## src/rtl/fifo_w16_r1_serializer.sv

```systemverilog
// 16-bit-in / 1-bit-out FIFO: word memory plus one active shift word, streamed MSB first.
// Define SER_LSB_FIRST_EN to shift each word out LSB first instead.
module fifo_w16_r1_serializer #(
    parameter int ADDR_WIDTH = 6
) (
    input  logic                  clk,
    input  logic                  rst,
    input  logic [15:0]           din,
    input  logic                  wr_en,
    input  logic                  rd_en,
    output logic                  dout,
    output logic                  full,
    output logic                  empty,
    output logic [ADDR_WIDTH:0]   data_count
);

    localparam int DEPTH = 1 << ADDR_WIDTH;

    logic [15:0]         mem_q [DEPTH];
    logic [ADDR_WIDTH:0] wptr_q, wptr_d;
    logic [ADDR_WIDTH:0] rptr_q, rptr_d;
    logic [15:0]         act_q, act_d;
    logic [3:0]          bit_idx_q, bit_idx_d;
    logic                act_valid_q, act_valid_d;
    logic                dout_q, dout_d;

    logic [ADDR_WIDTH:0] count;
    logic                mem_nonempty;
    logic                do_write;
    logic                do_pop;
    logic                last_bit;
    logic                do_load;
    logic                ser_bit;

    assign count        = wptr_q - rptr_q;
    assign mem_nonempty = (count != '0);
    assign full         = (count == (ADDR_WIDTH+1)'(DEPTH));
    assign empty        = !act_valid_q;
    assign data_count   = count;
    assign dout         = dout_q;

    assign do_write = wr_en && !full;
    assign do_pop   = rd_en && act_valid_q;
    assign last_bit = do_pop && (bit_idx_q == 4'd15);
    // A load refills an idle shifter, or prefetches on the final bit so streaming has no bubble.
    assign do_load  = mem_nonempty && (!act_valid_q || last_bit);

    always_comb begin
`ifdef SER_LSB_FIRST_EN
        ser_bit = act_q[bit_idx_q];
`else
        ser_bit = act_q[4'd15 - bit_idx_q];
`endif
    end

    always_comb begin
        wptr_d      = wptr_q;
        rptr_d      = rptr_q;
        act_d       = act_q;
        bit_idx_d   = bit_idx_q;
        act_valid_d = act_valid_q;
        dout_d      = dout_q;

        if (do_write) begin
            wptr_d = wptr_q + 1'b1;
        end
        if (do_pop) begin
            dout_d    = ser_bit;
            bit_idx_d = bit_idx_q + 4'd1;
            if (last_bit) begin
                act_valid_d = 1'b0;
            end
        end
        if (do_load) begin
            act_d       = mem_q[rptr_q[ADDR_WIDTH-1:0]];
            bit_idx_d   = 4'd0;
            act_valid_d = 1'b1;
            rptr_d      = rptr_q + 1'b1;
        end
    end

    always_ff @(posedge clk or posedge rst) begin
        if (rst) begin
            wptr_q      <= '0;
            rptr_q      <= '0;
            act_q       <= '0;
            bit_idx_q   <= '0;
            act_valid_q <= 1'b0;
            dout_q      <= 1'b0;
        end else begin
            wptr_q      <= wptr_d;
            rptr_q      <= rptr_d;
            act_q       <= act_d;
            bit_idx_q   <= bit_idx_d;
            act_valid_q <= act_valid_d;
            dout_q      <= dout_d;
        end
    end

    // Memory contents are cleared on reset so a flushed FIFO never replays stale words.
    always_ff @(posedge clk or posedge rst) begin
        if (rst) begin
            for (int i = 0; i < DEPTH; i++) begin
                mem_q[i] <= '0;
            end
        end else if (do_write) begin
            mem_q[wptr_q[ADDR_WIDTH-1:0]] <= din;
        end
    end

endmodule

```

## config.mk

```make
export PLATFORM = sky130hd
export DESIGN_NAME = fifo_w16_r1_serializer
export DESIGN_NICKNAME = d
export VERILOG_FILES = /design/src/rtl/fifo_w16_r1_serializer.sv
export SDC_FILE = /design/constraint.sdc
export NUM_CORES = 2
export LEC_CHECK = 0
export CAP_MARGIN = 20
export CORE_MARGIN = 8
export CORE_UTILIZATION = 40
export CTS_BUF_LIST = sky130_fd_sc_hd__clkbuf_16
export CTS_CLUSTER_SIZE = 25
export DETAILED_ROUTE_END_ITERATION = 16
export HOLD_SLACK_MARGIN = 0.08
export PLACE_DENSITY = 0.62
export SYNTH_ARGS = -nofsm -noshare
export SYNTH_HDL_FRONTEND = slang
export SYNTH_SLANG_ARGS = --single-unit
```

## constraint.sdc

```tcl
create_clock -name clk -period 50.7 [get_ports clk]
set_input_delay 7.605 -clock clk [delete_from_list [all_inputs] [get_ports clk]]
set_output_delay 7.605 -clock clk [all_outputs]
set_load 0.005 [all_outputs]
```

; Word level (Yosys, flattened, before mapping)
; Cells that the tools add are included.
[totals]
register_bits = 1060
inputBits = 20
elab_cells = 108
[classes]
n_eq_ne = 2
muxes = 13
addsub = 5
n_reduce_logical = 12
order_cmp = 4
bitwise_logic = 2
[ops]
columns = op, count
row1 = bitwise mux 1024 bit, 1
row2 = binary-select mux 16 bit (select 6 bit), 1
row3 = demux 16 bit (select 6 bit), 1
row4 = 2-to-1 mux 16 bit, 3
row5 = adder 7 x 1 -> 7 bit (second input constant), 2
row6 = >= comparator 7 bit (second input constant), 2
row7 = NOT 6 -> 7 bit, 2
row8 = 2-to-1 mux 4 bit, 2
row9 = == test 7 bit (second input constant), 1
row10 = < comparator 7 x 1 -> 1 bit (second input constant), 1
row11 = nonzero test 7 bit, 1
row12 = subtractor 7 bit, 1
row13 = logical AND 1 bit, 5
row14 = < comparator 4 x 5 -> 1 bit (second input constant), 1
row15 = adder 4 x 1 -> 4 bit (second input constant), 1
row16 = binary-select mux 1 bit (select 4 bit), 1
row17 = == test 4 bit (second input constant), 1
row18 = 2-to-1 mux 1 bit, 4
row19 = nonzero test 2 bit, 2
row20 = subtractor 4 bit (first input constant), 1
row21 = logical NOT 1 bit, 2
row22 = AND reduction 2 bit, 1
row23 = logical OR 1 bit, 1

; Logic depth before layout (Yosys ltp)
[logic_depth]
depth_word = 6
depth_mapped = 14
ltp_nobuf = 10

; Worst setup path before layout
; Ideal clock, no wire load.
[synth_timing]
path_type = flip-flop to output port
startpoint = reg rptr_q[1]
endpoint = out full
setup_slack_ns = 40.330
stages_incl_launch_ff = 13
t_required_ns = 43.095
n_path_buf = 4
arrival_ns = 2.765
cell_sequence = dfrtp_1 > buf_2 > clkbuf_1 > inv_1 > ha_1 > nor2b_1 > o311ai_0 > o211ai_1 > a2111o_1 > nand2b_4 > buf_12 > buf_6 > inv_1
[synth_between]
elab_chain_cells = 2
[synth_rtl]
columns = item, line_no
row1 = "start, declared", 21  ; logic [ADDR_WIDTH:0] rptr_q, rptr_d;
row2 = "start signal, assigned", 92  ; rptr_q <= rptr_d;
row3 = subtractor 7 bit, 35  ; assign count = wptr_q - rptr_q;
row4 = via data_count[5], 14  ; output logic [ADDR_WIDTH:0] data_count
row5 = == test 7 bit, 37  ; assign full = (count == (ADDR_WIDTH+1)'(DEPTH));
row6 = "end, declared", 12  ; output logic full,
; The timed path passes the listed nets, and every way through them passes these cells.

; Worst setup path after layout
[layout_timing]
startpoint = reg rptr_q[1]
endpoint = out full
[layout_between]
elab_chain_cells = 2
[layout_rtl]
columns = item, line_no
row1 = subtractor 7 bit, 35
row2 = == test 7 bit, 37
; No other way between the ends.

==> results.md <==
- Run status: complete, no violations
- Setup crit start kind: flip-flop
- Antenna violations before repair: 3
- Area leader, netlist: dfrtp_1
- Tcrit/Tclk final: between 20% and 30%
- Adder-Cell Fraction of Synth Area: less than 1%
- First-pass iteration count of the detailed router: 5
- Fin Setup TNS: 0 ns
- Vias in the first global route: 28700
- Crit Path Max Fanout: approximately 120
- GRT Util Overall: between 15 and 20%
- Filler instances: about 11000
- I/O pin cnt: 30
- FF/Latch Area: 26500 um2
- Power, Total: between 3 and 4 mW
- Worst-Margin Slew: approximately 1.1 ns
- Gpl congestion: about 0.84
- Post CTS Setup Buffer Count: 0
- Internal power: 2.15 mW
- Worst-Skew Late Latency: 0.71 ns
- Leakage Power: 27.3 nW
- Arrival time worst endpoint: 4.91 ns
- Worst Setup End Kind: output pin
- Pin count of the biggest net entering global routing: around 170
- Commonest non-fill, non-tap cells in the layout: 1058 x dfrtp_1, 600 x mux2_4, 395 x mux2_2, 229 x mux4_2, 115 x clkbuf_16
- Chip width: about 380 um
- Residual DRC: 0
- Combinational power share: about a third
- Total CTS buffers: between 100 and 150
- Clk pwr share: 26.3%
- Number of synthesized register bits: 1060
- VDD IR max: about 0.000051 V
- Max Clk Rate: roughly 80 MHz
- Wire length per cell: around 26 um
- Netlist cell types: 53
- Max-slew headroom: a little over a quarter
- Nets: roughly 3100
- Simple-gate share of the synthesized area: under 10%
- Layout area overhead: 8.18%
- Number of port buffers: 29
- Core ar.: 129000 um2
- Post-synth net total: about 3200
- Post_cts resized: 0
- Compound-Gate Fraction of Synth Area: 3.28%
- Clk sinks: approximately 1100
- Post-synth EDFFs: 0
- Mapped cell area: between 50000 and 60000 um2
- Post-DRT Antenna Nets: 0
- Ys Warns: 0
- Row count: around 130
- Slowest CP cell: dfrtp_4
- Commonest non-fill, non-tap cell in the layout: dfrtp_1
- RSZ-0062 raised after global routing: false
- XOR/XNOR Fraction of Synth Area: less than 1%
- Primary FF master, synth: dfrtp_1
- Post-Synthesis Cells: between 3000 and 4000
- Vias per std cell: between 5 and 6
- P_sw: slightly below 1 mW
- Tmin final: 12.52 ns
- Pwr dens: roughly 55 nW/um2
- Fin Clk Skew: between 0.03 and 0.04 ns
- Crit-path cells: buf_12 -> fa_1 -> nor2b_1 -> o21a_1 -> or3_1 -> a2111o_1 -> nand2b_4 -> inv_1 -> clkdlybuf4s50_1
- Grt ovf: 0
- WP data required: between 40 and 50 ns
- Post-synthesis mux area share: ~38%
- Sw Ratio: 30.9%
- Clock Pin Slew Worst Setup and Hold Paths: 0.06 ns
- Global-route wire length before repair: roughly 190000 um
- Synth area leaders: dfrtp_1 51%, mux2_4 17%, mux4_2 9.9%, mux2_2 8.5%, buf_12 2.6%
- Final-report hold violation count: 0
- Register area share after synthesis: between 50% and 60%
- Starting Density: ~40%
- CTS Hold Buffers Added: 0
- Starting DRT DRC Count: between 2000 and 2500
- CTS max path bufs: 3
- HPWL after DPL: 71700 um
- Final setup vio count: 0
- Maxcap violations: 0
- PnR worst setup slack: 38.18 ns
- Main combinational cell family by area after synthesis: multiplexers
- Flop pwr share: roughly two fifths
- Largest stage delay, worst path: approximately 0.66 ns
- Syn avg cell area: approximately 17 um2
- Vias: around 27000
- Multi-input gate area: between 20000 and 25000 um2
- Pre-CTS setup slack: 38.86 ns
- Die height: around 380 um
- Post-synth ARST share: 100%
- CTS tree: done
- Post-synth top area share: 50.8%
- CP Class: reg2out
- Layout cells sized above 1: 48.7%
- Die area: between 100000 and 150000 um2
- Final Max Tran Viols: 0
- H-Tree Depth: 3
- DRT Wirelength: approximately 130000 um
- Class of the worst hold path: reg2reg
- Root buffer cell: clkbuf_16
[cells by family after synthesis]
kind of cell,after synthesis
flip-flops,1060
buffers and inverters,308
multiplexers,1319
AND/OR/NAND/NOR,195
AO/OA/AOI/OAI,240
adder cells (fa/ha/maj),10
XOR/XNOR,15
[synth_stat cells (8+ instances only)]
cell,count
mux4_2,229
buf_2,42
dfrtp_1,1060
mux2_4,600
o22ai_1,28
a22o_1,32
a22oi_1,29
mux2_2,395
mux2i_1,64
o221ai_1,15
a211oi_1,10
nand3_4,64
nand3_1,10
ha_1,9
buf_1,30
inv_1,13
nand2_1,40
nor3_1,11
xnor2_1,13
clkbuf_1,150
a221oi_1,32
nor2_1,30
a21oi_1,65
buf_12,67
mux2_1,31
a2111oi_0,8
[final timing paths]
path	from	end	slack (ns)	cells past startpoint
max reg2reg	rptr_q[1]	mem_q[391]	45.35	10
min in group asynchronous	rst	mem_q[819]	7.36	2
max in group asynchronous	rst	mem_q[121]	40.42	5
min reg2reg	mem_q[453]	mem_q[453]	0.48	1
min	mem_q[453]	mem_q[453]	0.48	1
max	rptr_q[1]	full	38.18	9
[flip-flops by register name, indices dropped and copies added (netlist names)]
| signal | cells |
|---|---|
| bit_idx_q | 4 |
| mem_q | 1024 |
| wptr_q | 7 |
| act_valid_q | 1 |
| rptr_q | 7 |
| act_q | 16 |
| dout | 1 |
[critical path, delay by kind of cell, from the launching register on]
family,cells,cell delay (ns)
buf+inv,3,1.43
simple gates,3,1.03
compound gates,2,0.67
flops,1,0.66
fa+ha+maj,1,0.36
[per-stage QoR]
step	std cells	utilization [%]	hold WS (ns)	cell area, um2
floorplan	3147	-	0.459	52200
global placement	4677	40.8	0.468	52800
detailed placement	4677	40.8	0.476	52800
CTS	4878	43.6	0.488	56500
global route	4880	43.6	0.505	56500
finish	4881	43.6	0.483	56500
[layout make-up]
class | instances | share of cell area, %
Multi-Input combinational cell | 1779 | 41.4
Inverter | 13 | 0.0997
Timing Repair Buffer | 85 | 1.25
Antenna cell | 1 | 0.00443
Clock buffer | 115 | 5.09
Sequential cell | 1060 | 47.0
Clock inverter | 86 | 1.31
Tap cell | 1742 | 3.86
[power groups by stage]
stage | clock network, mW | registers [mW] | logic (mW)
6_report | 0.817 | 1.27 | 1.02
5_1_grt | 0.870 | 1.30 | 1.09
4_1_cts | 0.838 | 1.26 | 1.03
3_5_place_dp | 0 | 1.27 | 1.03
3_3_place_gp | 0 | 1.27 | 1.02
2_1_floorplan | 0 | 1.22 | 0.825
[routing by layer]
layer | share of wire (%) | GRT usage [%] | vias to the layer above
met3 | 4.3 | 3.01 | 214
met4 | 3.5 | 5.79 | 2
met2 | 45 | 27.1 | 560
li1 | - | - | 11600
met5 | 0.010 | 0 | -
met1 | 47 | 25.9 | 14800
(Power assumes the default switching activity.)
